`config.mk`:
```
export PLATFORM = sky130hd
export DESIGN_NAME = nes_cpu_io_regs
export DESIGN_NICKNAME = d
export VERILOG_FILES = /design/src/rtl/nes_pkg.sv /design/src/rtl/nes_joy_shift_reg.sv /design/src/rtl/nes_cpu_io_regs.sv
export SDC_FILE = /design/constraint.sdc
export NUM_CORES = 1
export LEC_CHECK = 0
export ABC_AREA = 1
export ABC_CLOCK_PERIOD_IN_PS = 2200
export CORE_MARGIN = 10
export CORE_UTILIZATION = 60
export CTS_BUF_LIST = sky130_fd_sc_hd__clkbuf_8
export CTS_CLUSTER_DIAMETER = 200
export CTS_CLUSTER_SIZE = 24
export DETAILED_ROUTE_END_ITERATION = 12
export DONT_BUFFER_PORTS = 1
export GPL_ROUTABILITY_DRIVEN = 0
export PLACE_DENSITY = 0.83
export SETUP_SLACK_MARGIN = 0.4
export SLEW_MARGIN = 10
export SYNTH_ARGS = -nofsm -noshare
export SYNTH_HDL_FRONTEND = slang
export SYNTH_SLANG_ARGS = --single-unit
```
`constraint.sdc`:
```
create_clock -name CLK -period 2.2 [get_ports CLK]
set_clock_uncertainty 0.15 [all_clocks]
set_input_delay 0.22 -clock CLK [delete_from_list [all_inputs] [get_ports CLK]]
set_output_delay 0.22 -clock CLK [all_outputs]
set_load 0.005 [all_outputs]
```
`src/rtl/nes_pkg.sv`:
```
// nes_pkg: shared constants, DMA state encoding and button bit indices for the 2A03 I/O register block.
package nes_pkg;

    localparam logic [15:0] ADDR_OAMDMA = 16'h4014;
    localparam logic [15:0] ADDR_JOY1   = 16'h4016;
    localparam logic [15:0] ADDR_JOY2   = 16'h4017;

    typedef enum logic [2:0] {
        IDLE,
        HALT,
        ALIGN,
        READ,
        WRITE
    } dma_state_t;

    localparam int BTN_A      = 0;
    localparam int BTN_B      = 1;
    localparam int BTN_SELECT = 2;
    localparam int BTN_START  = 3;
    localparam int BTN_UP     = 4;
    localparam int BTN_DOWN   = 5;
    localparam int BTN_LEFT   = 6;
    localparam int BTN_RIGHT  = 7;

endpackage

```
`src/rtl/nes_joy_shift_reg.sv`:
```
// nes_joy_shift_reg: serial controller port (parallel load while strobed, shift-on-read with 1-fill).
//   clk, rst_n : clock, async active-low reset (register resets to 8'hFF)
//   en         : cycle qualifier
//   strobe     : latched $4016 bit 0; reload from buttons every enabled cycle while high
//   rd         : CPU read of this port in the current cycle
//   buttons    : live button state, active-high
//   dout       : serial bit presented to the data bus
module nes_joy_shift_reg
    import nes_pkg::*;
(
    input  logic       clk,
    input  logic       rst_n,
    input  logic       en,
    input  logic       strobe,
    input  logic       rd,
    input  logic [7:0] buttons,
    output logic       dout
);

    logic [7:0] sr_q;
    logic [7:0] sr_d;

    // Ones shift in from the top so that reads past the 8th return 1.
    always_comb begin
        sr_d = sr_q;
        if (en)
            sr_d = strobe ? buttons : (rd ? {1'b1, sr_q[7:1]} : sr_q);
    end

    always_ff @(posedge clk or negedge rst_n) begin
        if (!rst_n)
            sr_q <= 8'hFF;
        else
            sr_q <= sr_d;
    end

    // While strobed the port is transparent: the live A button is returned.
    assign dout = strobe ? buttons[BTN_A] : sr_q[0];

endmodule

```
`src/rtl/nes_cpu_io_regs.sv`:
```
// nes_cpu_io_regs: 2A03 on-chip I/O responder for $4014 (OAM DMA), $4016 and $4017 (controllers).
//   CLK, RESET_n         : CPU_CLK domain clock, async active-low reset
//   CPU_ENABLE           : cycle qualifier for all state
//   CPU_ADDR, CPU_RW_n   : resolved bus address / direction (DMA cycles included)
//   CPU_DATA_IN          : resolved data bus (write data, DMA read data)
//   IO_DATA_OUT, IO_rden : controller read data and its bus-mux select
//   CPU_HALT, DMA_ACTIVE : CPU stall and DMA bus ownership
//   DMA_ADDR, DMA_RW_n, DMA_DATA_OUT : DMA bus cycle
//   JOY1_BUTTONS, JOY2_BUTTONS : live button state, active-high
// Optional: define NES_JOY2_EN to build the controller 2 shift register.
module nes_cpu_io_regs
    import nes_pkg::*;
#(
    parameter logic [15:0] OAM_DATA_ADDR = 16'h2004,
    parameter int          DMA_LEN       = 256,
    parameter logic [7:0]  OPEN_BUS_HI   = 8'h40
) (
    input  logic        CLK,
    input  logic        RESET_n,
    input  logic        CPU_ENABLE,
    input  logic [15:0] CPU_ADDR,
    input  logic        CPU_RW_n,
    input  logic [7:0]  CPU_DATA_IN,
    output logic [7:0]  IO_DATA_OUT,
    output logic        IO_rden,
    output logic        CPU_HALT,
    output logic        DMA_ACTIVE,
    output logic [15:0] DMA_ADDR,
    output logic        DMA_RW_n,
    output logic [7:0]  DMA_DATA_OUT,
    input  logic [7:0]  JOY1_BUTTONS,
    input  logic [7:0]  JOY2_BUTTONS
);

    localparam logic [8:0] IDX_LAST = 9'(DMA_LEN - 1);

    dma_state_t state_q, state_d;
    logic [7:0] page_q, page_d;
    logic [8:0] idx_q, idx_d;
    logic [7:0] data_q, data_d;
    logic       strobe_q, strobe_d;
    logic       parity_q, parity_d;

    logic joy1_rd, joy2_rd, strobe_wr, oamdma_wr;
    logic joy1_bit, joy2_bit;

    assign joy1_rd   = CPU_RW_n && (CPU_ADDR == ADDR_JOY1);
    assign joy2_rd   = CPU_RW_n && (CPU_ADDR == ADDR_JOY2);
    assign strobe_wr = !CPU_RW_n && (CPU_ADDR == ADDR_JOY1);
    assign oamdma_wr = !CPU_RW_n && (CPU_ADDR == ADDR_OAMDMA);

    nes_joy_shift_reg u_joy1 (
        .clk     (CLK),
        .rst_n   (RESET_n),
        .en      (CPU_ENABLE),
        .strobe  (strobe_q),
        .rd      (joy1_rd),
        .buttons (JOY1_BUTTONS),
        .dout    (joy1_bit)
    );

`ifdef NES_JOY2_EN
    nes_joy_shift_reg u_joy2 (
        .clk     (CLK),
        .rst_n   (RESET_n),
        .en      (CPU_ENABLE),
        .strobe  (strobe_q),
        .rd      (joy2_rd),
        .buttons (JOY2_BUTTONS),
        .dout    (joy2_bit)
    );
`else
    logic unused_joy2;
    assign unused_joy2 = ^JOY2_BUTTONS;
    assign joy2_bit    = 1'b0;
`endif

    assign IO_rden     = joy1_rd || joy2_rd;
    assign IO_DATA_OUT = OPEN_BUS_HI | {7'b0, joy1_rd ? joy1_bit : (joy2_rd && joy2_bit)};

    // $4017 writes belong to the APU frame counter and are deliberately not decoded.
    always_comb begin
        state_d  = state_q;
        page_d   = page_q;
        idx_d    = idx_q;
        data_d   = data_q;
        strobe_d = strobe_q;
        parity_d = parity_q;
        if (CPU_ENABLE) begin
            parity_d = ~parity_q;
            if (strobe_wr)
                strobe_d = CPU_DATA_IN[0];
            case (state_q)
                IDLE: begin
                    if (oamdma_wr) begin
                        page_d  = CPU_DATA_IN;
                        idx_d   = '0;
                        state_d = HALT;
                    end
                end
                // An odd cycle needs one extra dummy so READ lands on the get cycle.
                HALT:    state_d = parity_q ? ALIGN : READ;
                ALIGN:   state_d = READ;
                READ: begin
                    data_d  = CPU_DATA_IN;
                    state_d = WRITE;
                end
                WRITE: begin
                    idx_d   = idx_q + 9'd1;
                    state_d = (idx_q == IDX_LAST) ? IDLE : READ;
                end
                default: state_d = IDLE;
            endcase
        end
    end

    always_ff @(posedge CLK or negedge RESET_n) begin
        if (!RESET_n) begin
            state_q  <= IDLE;
            page_q   <= '0;
            idx_q    <= '0;
            data_q   <= '0;
            strobe_q <= 1'b0;
            parity_q <= 1'b0;
        end else begin
            state_q  <= state_d;
            page_q   <= page_d;
            idx_q    <= idx_d;
            data_q   <= data_d;
            strobe_q <= strobe_d;
            parity_q <= parity_d;
        end
    end

    assign CPU_HALT     = (state_q != IDLE);
    assign DMA_ACTIVE   = (state_q != IDLE);
    assign DMA_RW_n     = (state_q != WRITE);
    assign DMA_DATA_OUT = data_q;
    assign DMA_ADDR     = (state_q == READ)  ? {page_q, idx_q[7:0]} :
                          (state_q == WRITE) ? OAM_DATA_ADDR : 16'h0000;

endmodule

```
==> metrics.csv, run 1 <==
metric,value,unit
crit_type,flip-flop to flip-flop,
syn_area,2263,um2
cp-end-kind,flip-flop,
fin_area,2536,um2
start_util,61.83,%
h-tree-depth,2,
post-synth-top-area-cell,dfrtp_1,
netlist_instances,305,
status,"complete, but fails checks",
cts_tree,built,
synth_top_area_share,33.17,%
area_delta_synth_final,12.05,%
syn_area_per_cell,7.421,um2
cp-start-kind,flip-flop,
fmax,586.3,MHz
report.final.slew_viol_count,0,
p_total,2.060,mW
clk_pin_slew,0.08,ns
num-nets-final,365,
dpl_cell_area,2236,um2
fillers,295,
final_common_cell,nand2_1,
yosysSeqAreaShare,42.45,%
synthArstFlopShare,100.0,%
wl,5.211,mm
diodes,0,
synth_ff_type,dfrtp_1,
holdWs,-0.1118,ns
fin_crit,1.706,ns
antenna_found_initial,0,
wl_per_cell,14.16,um
cp_common_cell,nand2_1,
die_area,6629,um2
finalHoldViolations,17,
hpwlAfterDp,3.757,mm
numCtsBuffers,5,
fin_tns_setup,0,ns
top_layer,met4,
wl_met2,2.655,mm
dieWidth,81.42,um
via_per_inst,5.111,
rows,22,
violations,negative hold slack,
synthTopCellsByArea,"dfrtp_1 (33%), nand2_1 (17%), dfstp_2 (9.3%), inv_1 (5.6%), nor2_1 (5.6%)",
ir_drop,503.0,uV
die-height,81.42,um
rsz0062_at_grt,yes,
vias,1881,
io_buffers,0,
ios,80,
hold_path.class,input port to flip-flop,
crit_chain,"ha_2, nand2_2, nor2_4, nand3_2, nor2_1, ha_1, or2_1, nand2_1, nand3_1, nand2_1",
core_area,3661,um2
dr.pass1.iters,4,
track_usage,16.70,%
cp.required,2.22,ns
setup_viol,0,
hold_buffers,12,
final_cell_mix,"nand2_1 (100), inv_1 (34), nor2_1 (33)",
synth_cell_types,30,
p_per_area,812.1,nW/um2
path_max_fanout,3,
wl_met1,1.945,mm
grt_pass1_wl,8.963,mm
critical_path_buf_inv_count,0,
dp_cells,343,
ys_ff_latch,38,
synth_edf_count,0,
max-cap-violations,0,
drive_gt1_share,19.06,%
cts_max_path_buffers,2,
grt_pass1_vias,1980,
drt_iter0_drc,102,
grt_max_degree,39,
drcViolationCount,0,
cts-root-buf,clkbuf_8,
cp.arrival,1.73,ns
postRouteAntennaNets,0,
clock-sinks,38,
cp_top_family,simple AND/OR/NAND/NOR gates,
slowest_stage,dfrtp_1,
met3_length,528,um
post-route-period-util,77.52,%
grt.overflow.total,0,
layoutNonFillerInstCount,368,
ys_warn_count,0,
power.leakage,1.229,nW
cp_slowest_stage_delay,0.38,ns
clk_latency,0.29,ns
[cells in the mapped netlist, types with 4 or more instances]
cell     instances
dfrtp_1         30
buf_4            8
inv_1           34
nand2_2          7
nand4_1          8
nor2_4           6
nor2_1          34
nand3_1         19
nand2_1        101
o21ai_1          9
inv_2            4
dfstp_2          8
o21ai_2          8
buf_2            4
[through the flow]
step / setup WS, ns / utilization, %
finish: 0.4945 / 69.28
global route: 0.3752 / 69.28
CTS: 0.4048 / 67.57
detailed placement: 0.3662 / 61.07
global placement: 0.4861 / 61.07
floorplan: 0.5560 / -
[layout make-up]
| cell class | count | area (um2) | area share [%] |
|---|---|---|---|
| flip-flops and latches | 38 | 964.7 | 38.04 |
| clock inverters | 2 | 12.51 | 0.4933 |
| repair buffers | 17 | 180.2 | 7.104 |
| multi-input cells | 217 | 1082 | 42.67 |
| well taps | 48 | 60.06 | 2.368 |
| clock buffers | 6 | 82.58 | 3.256 |
| inverters | 40 | 153.9 | 6.068 |
[what timing repair did]
item                                    in CTS  in global routing
endpoints found under the setup margin       2                 30
pin swaps                                    0                  4
setup buffers                                1                  4
hold endpoints to repair                    73                 17
gates cloned                                 0                  0
gates resized for setup                      2                  7
[logic make-up after synthesis]
kind of cell             synth area share (%)
buffers and inverters                   11.33
AND/OR/NAND/NOR                         37.98
XOR/XNOR                               0.3870
flip-flops                              42.45
adder cells (fa/ha/maj)                 1.105
AO/OA/AOI/OAI                           6.412
other                                  0.3318
[flip-flops by register name, indices dropped and copies added (netlist names)]
signal and count:
idx_q 9, parity_q 1, strobe_q 1, page_q 8, state_q 3, DMA_DATA_OUT 8, u_joy1.sr_q 8
[where the power goes]
group / switching [mW] / leakage (nW) / internal, mW
registers: 0.121 / 0.482 / 0.826
logic: 0.397 / 0.700 / 0.219
clock network: 0.245 / 0.0472 / 0.252
total: 0.763 / 1.23 / 1.30
[worst paths after layout]
check / depth (start not counted) / slack [ns] / endpoint / start
setup / recovery: 10 / 0.49 / state_q[0]$_DFFE_PN0P_ / idx_q[0]$_DFFE_PN0P_
hold / removal: 1 / -0.11 / state_q[2]$_DFFE_PN0P_ / CPU_ENABLE
setup reg to reg: 10 / 0.49 / state_q[0]$_DFFE_PN0P_ / idx_q[0]$_DFFE_PN0P_
hold reg to reg: 2 / 0.31 / u_joy1.sr_q[6]$_DFFE_PN1P_ / u_joy1.sr_q[6]$_DFFE_PN1P_
max in group asynchronous: 2 / 1.39 / u_joy1.sr_q[0]$_DFFE_PN1P_ / RESET_n
min in group asynchronous: 2 / 0.24 / idx_q[6]$_DFFE_PN0P_ / RESET_n
[metal layers]
| metal | vias to the layer above | global-route usage, % |
|---|---|---|
| li1 | 955 | - |
| met1 | 849 | 18.39 |
| met2 | 67 | 29.78 |
| met3 | 10 | 5.349 |
| met4 | 0 | 5.363 |
| met5 | - | 0 |
No activity file was read; power rests on OpenSTA's default activity.
==> run 2: changes to the inputs <==
--- a/config.mk
+++ b/config.mk
@@ -6,7 +6,7 @@
 export NUM_CORES = 1
 export LEC_CHECK = 0
 export ABC_AREA = 1
-export ABC_CLOCK_PERIOD_IN_PS = 2200
+export ABC_CLOCK_PERIOD_IN_PS = 1750
 export CORE_MARGIN = 10
 export CORE_UTILIZATION = 60
 export CTS_BUF_LIST = sky130_fd_sc_hd__clkbuf_8
==> constraint.sdc (replaced) <==
create_clock -name CLK -period 1.75 [get_ports CLK]
set_clock_uncertainty 0.15 [all_clocks]
set_input_delay 0.175 -clock CLK [delete_from_list [all_inputs] [get_ports CLK]]
set_output_delay 0.175 -clock CLK [all_outputs]
set_load 0.005 [all_outputs]
==> metrics.csv, run 2 (synthesis results as in run 1) <==
metric,value,unit,change
status,"complete, but fails checks",,
violations,negative hold slack,,
numCtsBuffers,5,,unchanged
wl_per_cell,17.54,um,+24%
crit_type,flip-flop to flip-flop,,
cts_tree,built,,
place_ws,0.02624,ns,-0.3400 ns
track_usage,18.38,%,+1.7 points
hpwlAfterDp,3.767,mm,+0.27%
cp.arrival,1.77,ns,+0.04 ns
largest_register_ffs,9,,unchanged
finalHoldViolations,25,,+8
final_common_cell,nand2_1,,
start_util,61.83,%,unchanged
final_cell_mix,"nand2_1 (80), inv_1 (33), dfrtp_1 (30)",,
die-height,81.42,um,unchanged
diodes,0,,unchanged
p_per_area,1102,nW/um2,+36%
layoutNonFillerInstCount,391,,+6.3%
setup_viol,0,,unchanged
io_buffers,0,,unchanged
num-nets-final,388,,+6.3%
wl,6.858,mm,+32%
postRouteAntennaNets,0,,unchanged
clk_pin_slew,0.08,ns,about the same
seq_area,960.9,um2,-0.39%
cts_max_path_buffers,2,,unchanged
cts-root-buf,clkbuf_8,,
power.leakage,1.450,nW,+18%
max-cap-violations,0,,unchanged
ios,80,,unchanged
hold_buffers,10,,-2
grt_pass1_vias,2113,,+6.7%
vias,2180,,+16%
clk_latency,0.29,ns,about the same
via_per_inst,5.575,,+9.1%
holdWs,-0.1874,ns,-0.07566 ns
rows,22,,unchanged
fmax,576.5,MHz,-1.7%
grt.overflow.total,0,,unchanged
hold_path.class,input port to flip-flop,,
regMostFlops,idx_q,,
drive_gt1_share,37.90,%,+19 points
drt_iter0_drc,144,,+41%
clock-sinks,38,,unchanged
fin_crit,1.734,ns,+0.02895 ns
drcViolationCount,0,,unchanged
ir_drop,847.7,uV,+69%
antenna_found_initial,0,,unchanged
core_area,3661,um2,unchanged
report.final.slew_viol_count,0,,unchanged
area_delta_synth_final,38.25,%,
post-route-period-util,99.11,%,+22 points
dr.pass1.iters,6,,+2
cp-end-kind,flip-flop,,
dp_cells,348,,+1.5%
dieWidth,81.42,um,unchanged
h-tree-depth,2,,unchanged
fin_ws,0.01550,ns,-0.4789 ns
grt_pass1_wl,9.811,mm,+9.5%
cp-start-kind,flip-flop,,
grt_max_degree,39,,unchanged
die_area,6629,um2,unchanged
fillers,177,,-40%
path_max_fanout,2,,-1
rsz0062_at_grt,yes,,
multiInputGateArea,1419,um2,+31%
cp.required,1.79,ns,-0.43 ns
run 2: cell types whose count changed in the layout (fill, tap and decap cells not counted), sizes merged:
| cell | change |
|---|---|
| buf | +22 |
| clkinvlp | -2 |
| dlygate4sd3 | -2 |
| inv | +2 |
| bufinv | +1 |
| clkbuf | +1 |
| nand3 | +1 |
run 2: report_power, final:
| group | switching [mW] | internal [mW] |
|---|---|---|
| combinational | 0.865 | 0.608 |
| clock | 0.321 | 0.459 |
| sequential | 0.161 | 1.03 |
run 2: per-layer routing:
metal | GRT usage (%) | share of wire [%] | vias to the layer above
li1 | - | - | 1006
met1 | 20.45 | 36 | 1045
met4 | 4.325 | 2.4 | 0
met5 | 0 | 0 | -
met3 | 7.314 | 9.1 | 24
met2 | 32.23 | 53 | 105
run 2: what timing repair did:
action / in CTS / in global routing
resized for setup: 41 / 65
endpoints found under the setup margin: 46 / 57
gates cloned: 1 / 2
pin swaps: 6 / 26
hold endpoints to repair: 76 / 23
setup buffers: 9 / 13
run 2: cell type report:
class | instances | area share [%]
Tap cell | 48 | 1.919
Inverter | 40 | 5.438
Clock buffer | 6 | 2.639
Timing Repair inverter | 1 | 0.3599
Timing Repair Buffer | 38 | 12.52
Multi-Input combinational cell | 218 | 45.34
Sequential cell | 38 | 30.71
Clock inverter | 2 | 1.080
run 2: per-stage QoR:
step | cell area, um2 | util [%] | total power, mW | hold slack [ns] | TNS [ns]
3_3_place_gp | 2283 | 62.37 | 1.906 | -0.2684 | 0
4_1_cts | 2753 | 75.19 | 3.008 | -0.1887 | 0
5_1_grt | 3129 | 85.48 | 3.631 | -0.1905 | -0.4765
2_1_floorplan | 2292 | - | 1.773 | -0.2706 | 0
3_5_place_dp | 2283 | 62.37 | 1.931 | -0.2685 | 0
6_report | 3129 | 85.48 | 3.448 | -0.1874 | 0
run 2: final timing paths:
kind	startpoint	to	slack (ns)	cells past startpoint
setup / recovery	idx_q[0]$_DFFE_PN0P_	state_q[0]$_DFFE_PN0P_	0.02	10
hold / removal	CPU_ENABLE	parity_q$_DFFE_PN0P_	-0.19	1
setup reg to reg	idx_q[0]$_DFFE_PN0P_	state_q[0]$_DFFE_PN0P_	0.02	10
hold reg to reg	u_joy1.sr_q[2]$_DFFE_PN1P_	u_joy1.sr_q[2]$_DFFE_PN1P_	0.32	2
max in group asynchronous	RESET_n	u_joy1.sr_q[4]$_DFFE_PN1P_	1.00	2
min in group asynchronous	RESET_n	state_q[0]$_DFFE_PN0P_	0.20	2
run 2: worst max-delay path, cell delays in order (launching register included):
cell     delay [ns]
dfrtp_1        0.37
ha_2           0.19
nand2_2        0.07
nor2_4         0.13
nand3_4        0.10
nor2_4         0.12
ha_4           0.12
or2_1          0.13
nand2_1        0.10
nand3_1        0.09
nand2_1        0.05
